==> src/rtl/cplx_arith_unit.sv <==
// Registered complex multiply (scaled by an arithmetic right shift) and complex add.
// The real and imaginary components each saturate to W bits on their own; latency is one cycle.
module cplx_arith_unit #(
    parameter int W   = 16,
    parameter int SHW = 5
) (
    input  logic             clk,
    input  logic             rst_n,
    input  logic             in_valid,
    input  logic [2*W-1:0]   mul_opa,
    input  logic [2*W-1:0]   mul_opb,
    input  logic [SHW-1:0]   shift,
    input  logic [2*W-1:0]   add_opa,
    input  logic [2*W-1:0]   add_opb,
    output logic [2*W-1:0]   mul_out,
    output logic [2*W-1:0]   add_out,
    output logic             out_valid
);

    localparam int PW = 2*W + 1;

    // Fits in W bits only when the bits from the top down to W-1 are all copies of the sign.
    function automatic logic [W-1:0] sat_w(input logic signed [PW-1:0] x);
        logic [PW-W:0] upper;
        upper = x[PW-1:W-1];
        if ((upper == {(PW-W+1){1'b0}}) || (upper == {(PW-W+1){1'b1}})) begin
            sat_w = x[W-1:0];
        end else if (x[PW-1]) begin
            sat_w = {1'b1, {(W-1){1'b0}}};
        end else begin
            sat_w = {1'b0, {(W-1){1'b1}}};
        end
    endfunction

    logic signed [W-1:0]   mar_s, mai_s, mbr_s, mbi_s;
    logic signed [W-1:0]   aar_s, aai_s, abr_s, abi_s;
    logic signed [2*W-1:0] p_rr_s, p_ii_s, p_ri_s, p_ir_s;
    logic signed [PW-1:0]  pr_s, pi_s, pr_sh_s, pi_sh_s;
    logic signed [W:0]     sr_s, si_s;
    logic [2*W-1:0]        mul_d, mul_q;
    logic [2*W-1:0]        add_d, add_q;
    logic                  valid_d, valid_q;

    // Full-precision complex product, scaling and saturation for both datapaths.
    always_comb begin
        mar_s = mul_opa[2*W-1:W];
        mai_s = mul_opa[W-1:0];
        mbr_s = mul_opb[2*W-1:W];
        mbi_s = mul_opb[W-1:0];
        aar_s = add_opa[2*W-1:W];
        aai_s = add_opa[W-1:0];
        abr_s = add_opb[2*W-1:W];
        abi_s = add_opb[W-1:0];

        // Each W x W product is exact in 2W bits; the sum/difference needs one more.
        p_rr_s = (2*W)'(mar_s) * (2*W)'(mbr_s);
        p_ii_s = (2*W)'(mai_s) * (2*W)'(mbi_s);
        p_ri_s = (2*W)'(mar_s) * (2*W)'(mbi_s);
        p_ir_s = (2*W)'(mai_s) * (2*W)'(mbr_s);
        pr_s   = PW'(p_rr_s) - PW'(p_ii_s);
        pi_s   = PW'(p_ri_s) + PW'(p_ir_s);

        // Arithmetic shift sign-fills, so oversized shifts settle at 0 or -1.
        pr_sh_s = pr_s >>> shift;
        pi_sh_s = pi_s >>> shift;

        sr_s = {aar_s[W-1], aar_s} + {abr_s[W-1], abr_s};
        si_s = {aai_s[W-1], aai_s} + {abi_s[W-1], abi_s};

        mul_d   = {sat_w(pr_sh_s), sat_w(pi_sh_s)};
        add_d   = {sat_w(PW'(sr_s)), sat_w(PW'(si_s))};
        valid_d = in_valid;
    end

    // Output registers with synchronous active-low reset.
    always_ff @(posedge clk) begin
        if (!rst_n) begin
            mul_q   <= {(2*W){1'b0}};
            add_q   <= {(2*W){1'b0}};
            valid_q <= 1'b0;
        end else begin
            mul_q   <= mul_d;
            add_q   <= add_d;
            valid_q <= valid_d;
        end
    end

    assign mul_out   = mul_q;
    assign add_out   = add_q;
    assign out_valid = valid_q;

endmodule

==> config.mk <==
export PLATFORM = sky130hd
export DESIGN_NAME = cplx_arith_unit
export DESIGN_NICKNAME = d
export VERILOG_FILES = /design/src/rtl/cplx_arith_unit.sv
export SDC_FILE = /design/constraint.sdc
export NUM_CORES = 2
export LEC_CHECK = 0
export ABC_AREA = 1
export ABC_CLOCK_PERIOD_IN_PS = 8000
export BUFFER_PORTS_ARGS = -buffer_cell sky130_fd_sc_hd__clkbuf_2
export CAP_MARGIN = 40
export CORE_MARGIN = 2
export CORE_UTILIZATION = 45
export CTS_CLUSTER_SIZE = 8
export DETAILED_ROUTE_END_ITERATION = 8
export GPL_TIMING_DRIVEN = 0
export HOLD_SLACK_MARGIN = 0.03
export SKIP_LAST_GASP = 1
export SLEW_MARGIN = 25
export SYNTH_ARGS = -nofsm -noshare
export SYNTH_HDL_FRONTEND = slang
export SYNTH_SLANG_ARGS = --single-unit
==> constraint.sdc <==
create_clock -name clk -period 8 [get_ports clk]
set_clock_uncertainty 0.15 [all_clocks]
set_input_delay 0.4 -clock clk [delete_from_list [all_inputs] [get_ports clk]]
set_output_delay 0.4 -clock clk [all_outputs]
set_load 0.03 [all_outputs]
==> impl_metrics.py <==
metrics = {
    "hold_path": {
        "hold_start": "in_valid",
        "hold_path_class": "in2reg",
        "hold_end": "out_valid$_SDFF_PN0_",
        "hold-path-cell-count": 3,
    },
    "sta": {
        "rsz0062_at_grt": "true",
        "min_period_ns": 8.51,
        "timing.slew.headroom_pct": 39.1,
        "fmax_ghz": 0.118,
        "tightest_slew_ns": 0.914,
        "finalSetupViolCount": 30,
        "slew_violations": 0,
        "fin_setup_tns_ns": -13.27,
        "worst_slack_ns": -0.507,
        "hold_violations": 0,
        "period_share_pct": 106,
    },
    "setup_path": {
        "critPathMaxFanout": 7,
        "crit_arrival_ns": 8.63,
        "cp_slowest_cell": "fa_2",
        "crit_path_frequent_cell": "fa_1",
        "critPathLaunchType": "primary input",
        "cp-end-kind": "flop",
        "worstPathRequired_ns": 8.12,
        "cp_slowest_stage_delay_ns": 0.67,
        "path_class": "in2reg",
    },
    "synthesis": {
        "synthAdderAreaFrac_pct": 55.7,
        "synth-async-reset-ratio_pct": 0,
        "synth_edf_count": 0,
        "synth_cell_types": 56,
        "syn_avg_cell_area_sq_um": 7.59,
        "syn_nets": 8227,
        "yosys.area_share.simple_pct": 19.7,
        "synth_area_sq_mm": 0.0499,
        "synth-compound-area-share_pct": 3.68,
        "seq_area_frac_synth_pct": 2.61,
        "synth_top_flop_cell": "dfxtp_1",
        "synth_top_family_by_area": "adder cells",
        "yosysWarnings": 0,
        "synth_mux_area_share_pct": 0.160,
        "synth_seq_cells": 65,
        "netlist_instances": 6574,
        "synth_xor_area_share_pct": 1.28,
    },
    "finish": {
        "fin_cells": 8476,
        "area_growth_pct": 17.8,
        "drive_gt1_share_pct": 17.3,
        "fin_nets": 8634,
    },
    "grt": {
        "gr-total-overflow": 0,
        "grt_max_degree": 14,
        "grt_pass1_wl_microns": 300000,
        "antenna_found_initial": 8,
        "grt_pass1_vias": 44600,
        "grtUsageTotal_pct": 37.1,
    },
    "drt": {
        "routed_wl_microns": 206000,
        "ant_nets": 0,
        "post_drt_wl_per_cell_microns": 24.3,
        "drc": 0,
        "drt_iter0_drc": 4479,
        "drtPass1Iterations": 6,
        "via_per_inst": 5.23,
        "num_vias": 44300,
    },
    "die": {
        "dieArea_sq_mm": 0.114,
        "ioPinCount": 201,
        "rows": 122,
        "core_sq_mm": 0.110,
        "initial_core_util_pct": 45.2,
        "die_h_microns": 337,
        "die_w_microns": 337,
    },
    "placement": {
        "dp_hpwl_microns": 177000,
        "numPortBuffers": 194,
        "dpl_worst_slack_ns": -2.56,
        "dpl.cell_count": 8345,
        "place_congestion": 1.03,
    },
    "cts": {
        "cts_sinks": 65,
        "numCtsBuffers": 9,
        "clk_pin_slew_ns": 0.06,
        "cts.root.buffer_cell": "clkbuf_16",
        "htree_levels": 3,
        "cts_tree": "yes",
        "cts_max_path_buffers": 2,
    },
    "outcome": {
        "violations": "negative setup slack",
        "outcome": "finished, violations left",
    },
    "run": {
        "maxCapViolCount": 0,
    },
}
routing by layer:
| layer | vias up | wire, microns | share of wire [%] | track usage [%] |
|---|---|---|---|---|
| li1 | 19500 | - | - | - |
| met1 | 22100 | 83400 | 41 | 52.2 |
| met2 | 2375 | 85100 | 41 | 53.3 |
| met3 | 317 | 24700 | 12 | 9.55 |
| met4 | 0 | 12500 | 6.1 | 17.3 |
| met5 | - | 0 | 0 | 0 |
placed cells by master (no fill, tap or decap), drive strengths merged, types with 8 or more instances in the layout:
master,synthesis,layout
mux2i,8,8
xnor2,37,37
o21ai,127,127
a21oi,136,136
nand4,21,21
nand3,328,328
fa,1175,1175
clkbuf,230,336
o21bai,11,11
a31oi,11,11
nor3,16,16
clkinv,3,8
dfxtp,65,65
or2,29,29
nand2,1785,1785
buf,41,340
clkinvlp,0,10
xor2,36,36
nor2,180,180
inv,1949,1939
ha,342,342
o211ai,11,11
worst max-delay path: cells and delay by family:
kind,cells,cell delay [ns]
buf+inv,11,1.12
compound gates,1,0.13
fa+ha+maj,9,4.65
simple gates,23,2.32
kinds of logic (layout without fill, tap and decap cells):
kind of cell    after synthesis  count (layout)
compound gates              319             319
xor+xnor                     73              73
mux                           8               8
fa+ha+maj                  1517            1517
flops                        65              65
simple gates               2369            2369
other cells                   0               2
buf+inv                    2223            2635
registers in the layout (all words and copies together), names as in the netlist:
signal / count
add_out: 32
mul_out: 32
out_valid: 1
area by class of cell:
cell class / instances / area, sq um
Tap cell: 1488 / 1860
Buffer: 271 / 2080
Clock inverter: 7 / 103
Inverter: 1952 / 7390
Clock buffer: 9 / 225
Fill cell: 10800 / 51600
Multi-Input combinational cell: 4286 / 42600
Antenna cell: 2 / 5.00
Timing Repair Buffer: 396 / 3210
Sequential cell: 65 / 1300
synthesized netlist by cell type, types with 6 or more instances:
library cell	instances	area share, %
a21oi_1	111	1.1
a21oi_2	25	0.44
a31oi_1	11	0.14
buf_1	9	0.068
buf_2	25	0.25
clkbuf_1	230	1.7
dfxtp_1	65	2.6
fa_1	1175	47
ha_1	342	8.6
inv_1	1926	14
inv_2	22	0.17
mux2i_1	8	0.16
nand2_1	1733	13
nand2_2	46	0.58
nand3_1	308	3.1
nand3_2	18	0.36
nand3b_1	6	0.090
nand4_1	21	0.26
nor2_1	169	1.3
nor2_2	9	0.11
nor3_1	11	0.11
o211ai_1	11	0.17
o21ai_0	113	1.1
o21ai_1	13	0.13
o21bai_1	10	0.15
or2_2	24	0.30
xnor2_1	37	0.65
xor2_1	36	0.63
worst max-delay path by stage:
stage	from	to	slack [ns]	depth (start not counted)
2_1_floorplan	mul_opa[15]	mul_out[20]$_SDFF_PN0_	0.002	43
3_3_place_gp	mul_opb[0]	mul_out[29]$_SDFF_PN0_	-2.81	38
3_5_place_dp	mul_opb[0]	mul_out[29]$_SDFF_PN0_	-2.56	38
4_1_cts	mul_opa[31]	mul_out[14]$_SDFF_PN0_	-0.61	43
5_1_grt	mul_opb[18]	mul_out[19]$_SDFF_PN0_	-0.72	40
6_report	mul_opa[31]	mul_out[7]$_SDFF_PN0_	-0.51	44
timing repair:
item,4_1_cts,5_1_grt
gates resized for setup,409,742
gates cloned,1,2
endpoints found under the setup margin,32,30
pin swaps,32,173
setup buffers,32,78
hold buffers,0,0
metrics by stage:
stage | hold WS, ns | util, % | cell area [sq um]
final | 0.0872 | 53.3 | 58800
after global routing | 0.0877 | 53.3 | 58800
after CTS | 0.0799 | 50.6 | 55900
after detailed placement | 0.440 | 48.9 | 53900
after global placement | 0.440 | 47.9 | 52800
after floorplan | 0.348 | - | 50000
Power is not shown: default switching activity piles up to over one toggle a cycle in this logic, so the estimate is an artifact.
